--- config.mk ---
export PLATFORM = sky130hd
export DESIGN_NAME = uart_rx_fifo
export DESIGN_NICKNAME = d
export VERILOG_FILES = /design/src/rtl/uart_rx_fifo.sv
export SDC_FILE = /design/constraint.sdc
export NUM_CORES = 1
export LEC_CHECK = 0
export BUFFER_PORTS_ARGS = -buffer_cell sky130_fd_sc_hd__buf_2
export CAP_MARGIN = 20
export CORE_MARGIN = 5
export CORE_UTILIZATION = 50
export DETAILED_ROUTE_END_ITERATION = 12
export PLACE_DENSITY_LB_ADDON = 0.2
export SLEW_MARGIN = 20
export SYNTH_ARGS = -nofsm -noshare
export SYNTH_HDL_FRONTEND = slang
export SYNTH_SLANG_ARGS = --single-unit
--- constraint.sdc ---
create_clock -name clk -period 2.6 [get_ports clk]
set_input_delay 0.26 -clock clk [delete_from_list [all_inputs] [get_ports clk]]
set_output_delay 0.26 -clock clk [all_outputs]
set_load 0.05 [all_outputs]
--- src/rtl/uart_rx_fifo.sv ---
// UART receiver (8N1, mid-bit sampling) feeding a first-word-fall-through FIFO.
// Sticky overrun/frame-error flags are reported alongside the FIFO count.
module uart_rx_fifo #(
   parameter int CLK_DIVIDER = 48,
   parameter int FIFO_DEPTH  = 4
) (
   input  logic       clk,
   input  logic       reset,
   input  logic       rxd,
   output logic [7:0] rd_data,
   output logic       rd_valid,
   input  logic       rd_en,
   output logic [7:0] status,
   input  logic       err_clr
);

   localparam int TW = $clog2(CLK_DIVIDER + 1);
   localparam int PW = $clog2(FIFO_DEPTH);
   localparam logic [TW-1:0] T_HALF = TW'(CLK_DIVIDER / 2);
   localparam logic [TW-1:0] T_FULL = TW'(CLK_DIVIDER);
   localparam logic [TW-1:0] T_ONE  = TW'(1);
   localparam logic [4:0]    DEPTH  = 5'(FIFO_DEPTH);

   typedef enum logic [2:0] {
      S_IDLE,
      S_START,
      S_DATA,
      S_STOP,
      S_WAIT_IDLE
   } state_e;

   state_e          state_q, state_d;
   logic [TW-1:0]   timer_q, timer_d;
   logic [2:0]      idx_q, idx_d;
   logic [7:0]      shift_q, shift_d;
   logic            meta_q, rxs_q;
   logic            push_q, push_d;
   logic            fe_q, fe_d;
   logic            ovr_q, ovr_d;
   logic [PW-1:0]   wr_q, wr_d;
   logic [PW-1:0]   rd_q, rd_d;
   logic [4:0]      cnt_q, cnt_d;
   logic [7:0]      mem_q [FIFO_DEPTH];
   logic            tick, fe_set, pop, accept;

   // IDLE is only ever entered with rxs high, so a low level here is a fresh falling edge.
   always_comb begin
      state_d = state_q;
      timer_d = timer_q;
      idx_d   = idx_q;
      shift_d = shift_q;
      push_d  = 1'b0;
      fe_set  = 1'b0;
      tick    = (timer_q == T_ONE);
      unique case (state_q)
         S_IDLE: begin
            if (!rxs_q) begin
               state_d = S_START;
               timer_d = T_HALF;
            end
         end
         S_START: begin
            if (!tick) begin
               timer_d = timer_q - 1'b1;
            end else if (rxs_q) begin
               state_d = S_IDLE;
            end else begin
               state_d = S_DATA;
               timer_d = T_FULL;
               idx_d   = '0;
            end
         end
         S_DATA: begin
            if (!tick) begin
               timer_d = timer_q - 1'b1;
            end else begin
               shift_d = {rxs_q, shift_q[7:1]};
               timer_d = T_FULL;
               idx_d   = idx_q + 3'd1;
               if (idx_q == 3'd7) state_d = S_STOP;
            end
         end
         S_STOP: begin
            if (!tick) begin
               timer_d = timer_q - 1'b1;
            end else if (rxs_q) begin
               push_d  = 1'b1;
               state_d = S_IDLE;
            end else begin
               fe_set  = 1'b1;
               state_d = S_WAIT_IDLE;
            end
         end
         S_WAIT_IDLE: begin
            if (rxs_q) state_d = S_IDLE;
         end
         default: state_d = S_IDLE;
      endcase
   end

   // A full FIFO still takes the byte when the head leaves in the same cycle.
   always_comb begin
      pop    = rd_en && (cnt_q != 5'd0);
      accept = push_q && ((cnt_q < DEPTH) || pop);
      wr_d   = accept ? wr_q + 1'b1 : wr_q;
      rd_d   = pop ? rd_q + 1'b1 : rd_q;
      cnt_d  = cnt_q;
      if (accept && !pop) begin
         cnt_d = cnt_q + 5'd1;
      end else if (!accept && pop) begin
         cnt_d = cnt_q - 5'd1;
      end
      ovr_d = ovr_q;
      if (push_q && !accept) begin
         ovr_d = 1'b1;
      end else if (err_clr) begin
         ovr_d = 1'b0;
      end
      fe_d = fe_q;
      if (fe_set) begin
         fe_d = 1'b1;
      end else if (err_clr) begin
         fe_d = 1'b0;
      end
   end

   always_ff @(posedge clk) begin
      if (reset) begin
         state_q <= S_IDLE;
         timer_q <= '0;
         idx_q   <= '0;
         shift_q <= '0;
         meta_q  <= 1'b1;
         rxs_q   <= 1'b1;
         push_q  <= 1'b0;
         fe_q    <= 1'b0;
         ovr_q   <= 1'b0;
         wr_q    <= '0;
         rd_q    <= '0;
         cnt_q   <= '0;
      end else begin
         state_q <= state_d;
         timer_q <= timer_d;
         idx_q   <= idx_d;
         shift_q <= shift_d;
         meta_q  <= rxd;
         rxs_q   <= meta_q;
         push_q  <= push_d;
         fe_q    <= fe_d;
         ovr_q   <= ovr_d;
         wr_q    <= wr_d;
         rd_q    <= rd_d;
         cnt_q   <= cnt_d;
      end
   end

   always_ff @(posedge clk) begin
      if (accept) mem_q[wr_q] <= shift_q;
   end

   assign rd_valid = (cnt_q != 5'd0);
   assign rd_data  = rd_valid ? mem_q[rd_q] : 8'h00;
   assign status   = {ovr_q, fe_q, 1'b0, cnt_q};

endmodule

==> results.md <==
* Sequential fraction of the synthesis area at between 50 and 60%
* Hold buffer count at cts at 0
* Peak VDD IR at around 0.00094 V
* Slew Viols, Final at 0
* Setup_tns at 0 ns
* Delay of the slowest critical-path stage at 0.41 ns
* CP most frequent cell: buf_4
* Mapped Avg Cell Area at 12.17 um^2
* Post-synthesis xor/xnor area fraction at 1.714%
* Maximum clock rate at 405.1 MHz
* Area of the multi-input gates at between 1000 and 1500 um^2
* Place WS at -0.01733 ns
* Routability Congestion at between 0.8 and 0.9
* Design Area, Final at ~3500 um^2
* H-tree levels at 3
* Post-synth top flop: dfxtp_1
* Rows at 28
* Vias/cell at approximately 5.3
* Fillers at ~480
* Period utilization at 94.95%
* Via Count at roughly 1900
* Tightest Pin Transition at between 0.7 and 0.8 ns
* Area Growth Syn to Fin at 14.57%
* Simple-gate share of the synthesized area at between 10% and 20%
* Critical path endpoint category: flip-flop
* Cell Area, Synth at 3067 um^2
* Final nets at slightly below 300
* CTS Buffer Depth at 2
* Die X at between 80 and 90 um
* Mapped Cells at approximately 250
* Max-slew headroom at 51.86%
* Total wire length at 5.131 mm
* Routed Antenna Nets at 0
* Drt initial violations at 58
* CP arrival at around 2.7 ns
* Reg area at 1688 um^2
* CTS tree: done
* Io pins at 22
* DP Area at between 3000 and 4000 um^2
* Max-Cap Viols at 0
* Clock latency at the later pin of the worst-skew pair at 0.34 ns
* Vias in the first global route at 1888
* Clk_skew at around 0.0044 ns
* Static leakage at 0.001381 uW
* Num CTS Buffers at 9
* Mapped Nets at about 270
* Antenna violations before repair at 0
* CP max stage cell: or3_4
* Starting Density at about 51%
* # setup viols final at 0
* Hold depth at 2
* Grt total ovfl at 0
* Crit-path cells: or3_4 > o31ai_4 > ha_2 > buf_4 > buf_4 > fa_2 > nand3b_1 > a211oi_1 > a31oi_1 > mux2_2
* Mux cell area share after synthesis at about a tenth
* Compound-Gate Fraction of Synth Area at ~8.6%
* Pre-antenna DRT Iters at 4
* Minimum clock period at around 2.5 ns
* Core area at ~6000 um^2
* Yosys cell types at between 50 and 60
* Critical path's top delay family: simple AND/OR/NAND/NOR gates
* Reg clk slew, reported paths at 0.07 ns
* YS warnings at 0
* Async set-reset flop share out of synthesis at 0%
* Root buf cell: clkbuf_8
* GRT Overall Usage at ~15%
* Die height at between 80 and 90 um
* Min Hold Slack at 0.09591 ns
* Finished Layout Cells at between 300 and 400
* Total power density per cell area at about 1100 nW/um^2
* Post-synth EDFFs at 32
* Layout cells sized above 1 at a little over a quarter
* Ant. Diodes at 0
* Area share of fa/ha/maj cells after synthesis at 6.324%
* First-pass GRT wire length at ~9.0 mm
* Worst Reg-to-Reg Cells at 10
* Wirelength per Cell at about 14 um
* Sink Count at approximately 70
* Inst Count DP at between 300 and 400
* Largest family of logic cells by synthesized area: simple AND/OR/NAND/NOR gates
* Min-delay worst type: in2reg
* Unrepaired setup endpoints after global routing: no
* Final hold vios at 0
* Critical path depth in cells at 10
* Register bit total from synthesis at 68
* Pin count of the biggest net entering global routing at slightly above 40
* CP Data Required Time at 2.83 ns
* Setup ws final at 0.1313 ns
* Post-route DRC at 0
* Post-DP HPWL at between 3 and 4 mm
* Die area at 7800 um^2
* Setup CP Type: reg2reg
* Worst Path Buf+Inv at 2
* Port-buffer cells at 20
* Outcome: complete, no violations
* Startpoint types: flip-flop
* Crit path max fanout at 6
[registers in the layout, summed over array words and instances (netlist names), named ones only]
signal / flops
timer_q: 6
ovr_q: 1
push_q: 1
cnt_q: 5
fe_q: 1
mem_q: 32
state_q: 3
rd_q: 2
shift_q: 8
meta_q: 1
wr_q: 2
idx_q: 3
rxs_q: 1
[cell type report]
class | count | share of cell area, %
clock buffers | 9 | 3.526
clock inverters | 7 | 2.813
inverters | 10 | 1.068
multi-input cells | 159 | 37.11
flip-flops and latches | 68 | 48.04
well taps | 75 | 2.671
repair buffers | 29 | 4.772
[routing by layer]
layer	global-route usage, %	up-vias	wire length (um)
li1	-	959	-
met1	18.51	891	2406
met2	24.88	26	2440
met3	5.307	10	206
met4	5.357	0	77
met5	0	-	0
[per-stage QoR]
step | utilization [%] | power (uW)
after global routing | 58.99 | 3919
after global placement | 54.37 | 2696
after CTS | 58.76 | 3720
final | 58.99 | 3704
after detailed placement | 54.37 | 2710
after floorplan | - | 2391
[synth_stat cells (3+ instances only)]
| cell type | number | area (um^2) |
|---|---|---|
| dfxtp_1 | 36 | 720.7 |
| edfxtp_1 | 32 | 960.9 |
| nor2_1 | 30 | 112.6 |
| ha_1 | 13 | 162.7 |
| nor2b_1 | 11 | 68.82 |
| inv_1 | 10 | 37.54 |
| mux2i_1 | 10 | 100.1 |
| nor3_1 | 10 | 50.05 |
| mux4_2 | 8 | 180.2 |
| a21oi_1 | 7 | 35.03 |
| nand2_1 | 6 | 22.52 |
| clkbuf_1 | 5 | 18.77 |
| a211oi_1 | 4 | 30.03 |
| a31oi_1 | 4 | 25.02 |
| and2_1 | 4 | 25.02 |
| buf_4 | 4 | 30.03 |
| nor3b_1 | 4 | 30.03 |
| xor2_1 | 4 | 35.03 |
| buf_1 | 3 | 11.26 |
| mux2_2 | 3 | 33.78 |
| or2_2 | 3 | 18.77 |
[final timing paths]
| kind | start | to | slack, ns |
|---|---|---|---|
| max | cnt_q[2] | cnt_q[4] | 0.13 |
| min | rxd | meta_q | 0.1 |
| max reg2reg | cnt_q[2] | cnt_q[4] | 0.13 |
| min reg2reg | meta_q | rxs_q | 0.43 |
[layout by cell type, fill, tap and decap left out, drive strengths merged, types with 3 or more instances in the layout]
master,Yosys,final
dfxtp,36,36
edfxtp,32,32
nor2,30,30
buf,9,29
ha,13,13
nor2b,11,11
inv,10,11
nor3,10,10
mux2i,10,10
clkbuf,6,9
mux4,8,8
nand2,7,7
a21oi,7,7
and2,5,5
a31oi,4,4
nor3b,4,4
xor2,4,4
a211oi,4,4
mux2,3,3
or2,3,3
clkinv,0,3
[worst reg2reg max path, cell delays in order, from the launching register on]
cell and delay (ns):
dfxtp_4 0.37, or3_4 0.41, o31ai_4 0.20, ha_2 0.23, buf_4 0.10, buf_4 0.10, fa_2 0.20, nand3b_1 0.14
a211oi_1 0.09, a31oi_1 0.17, mux2_2 0.35
[power breakdown]
group / switching, uW / internal, uW / leakage (uW)
registers: 121 / 1180 / 0.000590
logic: 940 / 507 / 0.000681
clock network: 408 / 544 / 0.000110
total: 1470 / 2230 / 0.00138
[cell families after synthesis]
group	after synthesis
simple gates	81
buf+inv	25
mux	21
other cells	1
fa+ha+maj	15
flops	68
xor+xnor	6
compound gates	35
[what timing repair did]
action                                  CTS  global route
gates resized for setup                   5             3
endpoints found under the setup margin    1             1
hold endpoints to repair                  0             0
pin swaps                                 2             2
setup buffers                             2             0
Note: power is estimated with default switching activity, not from simulation.
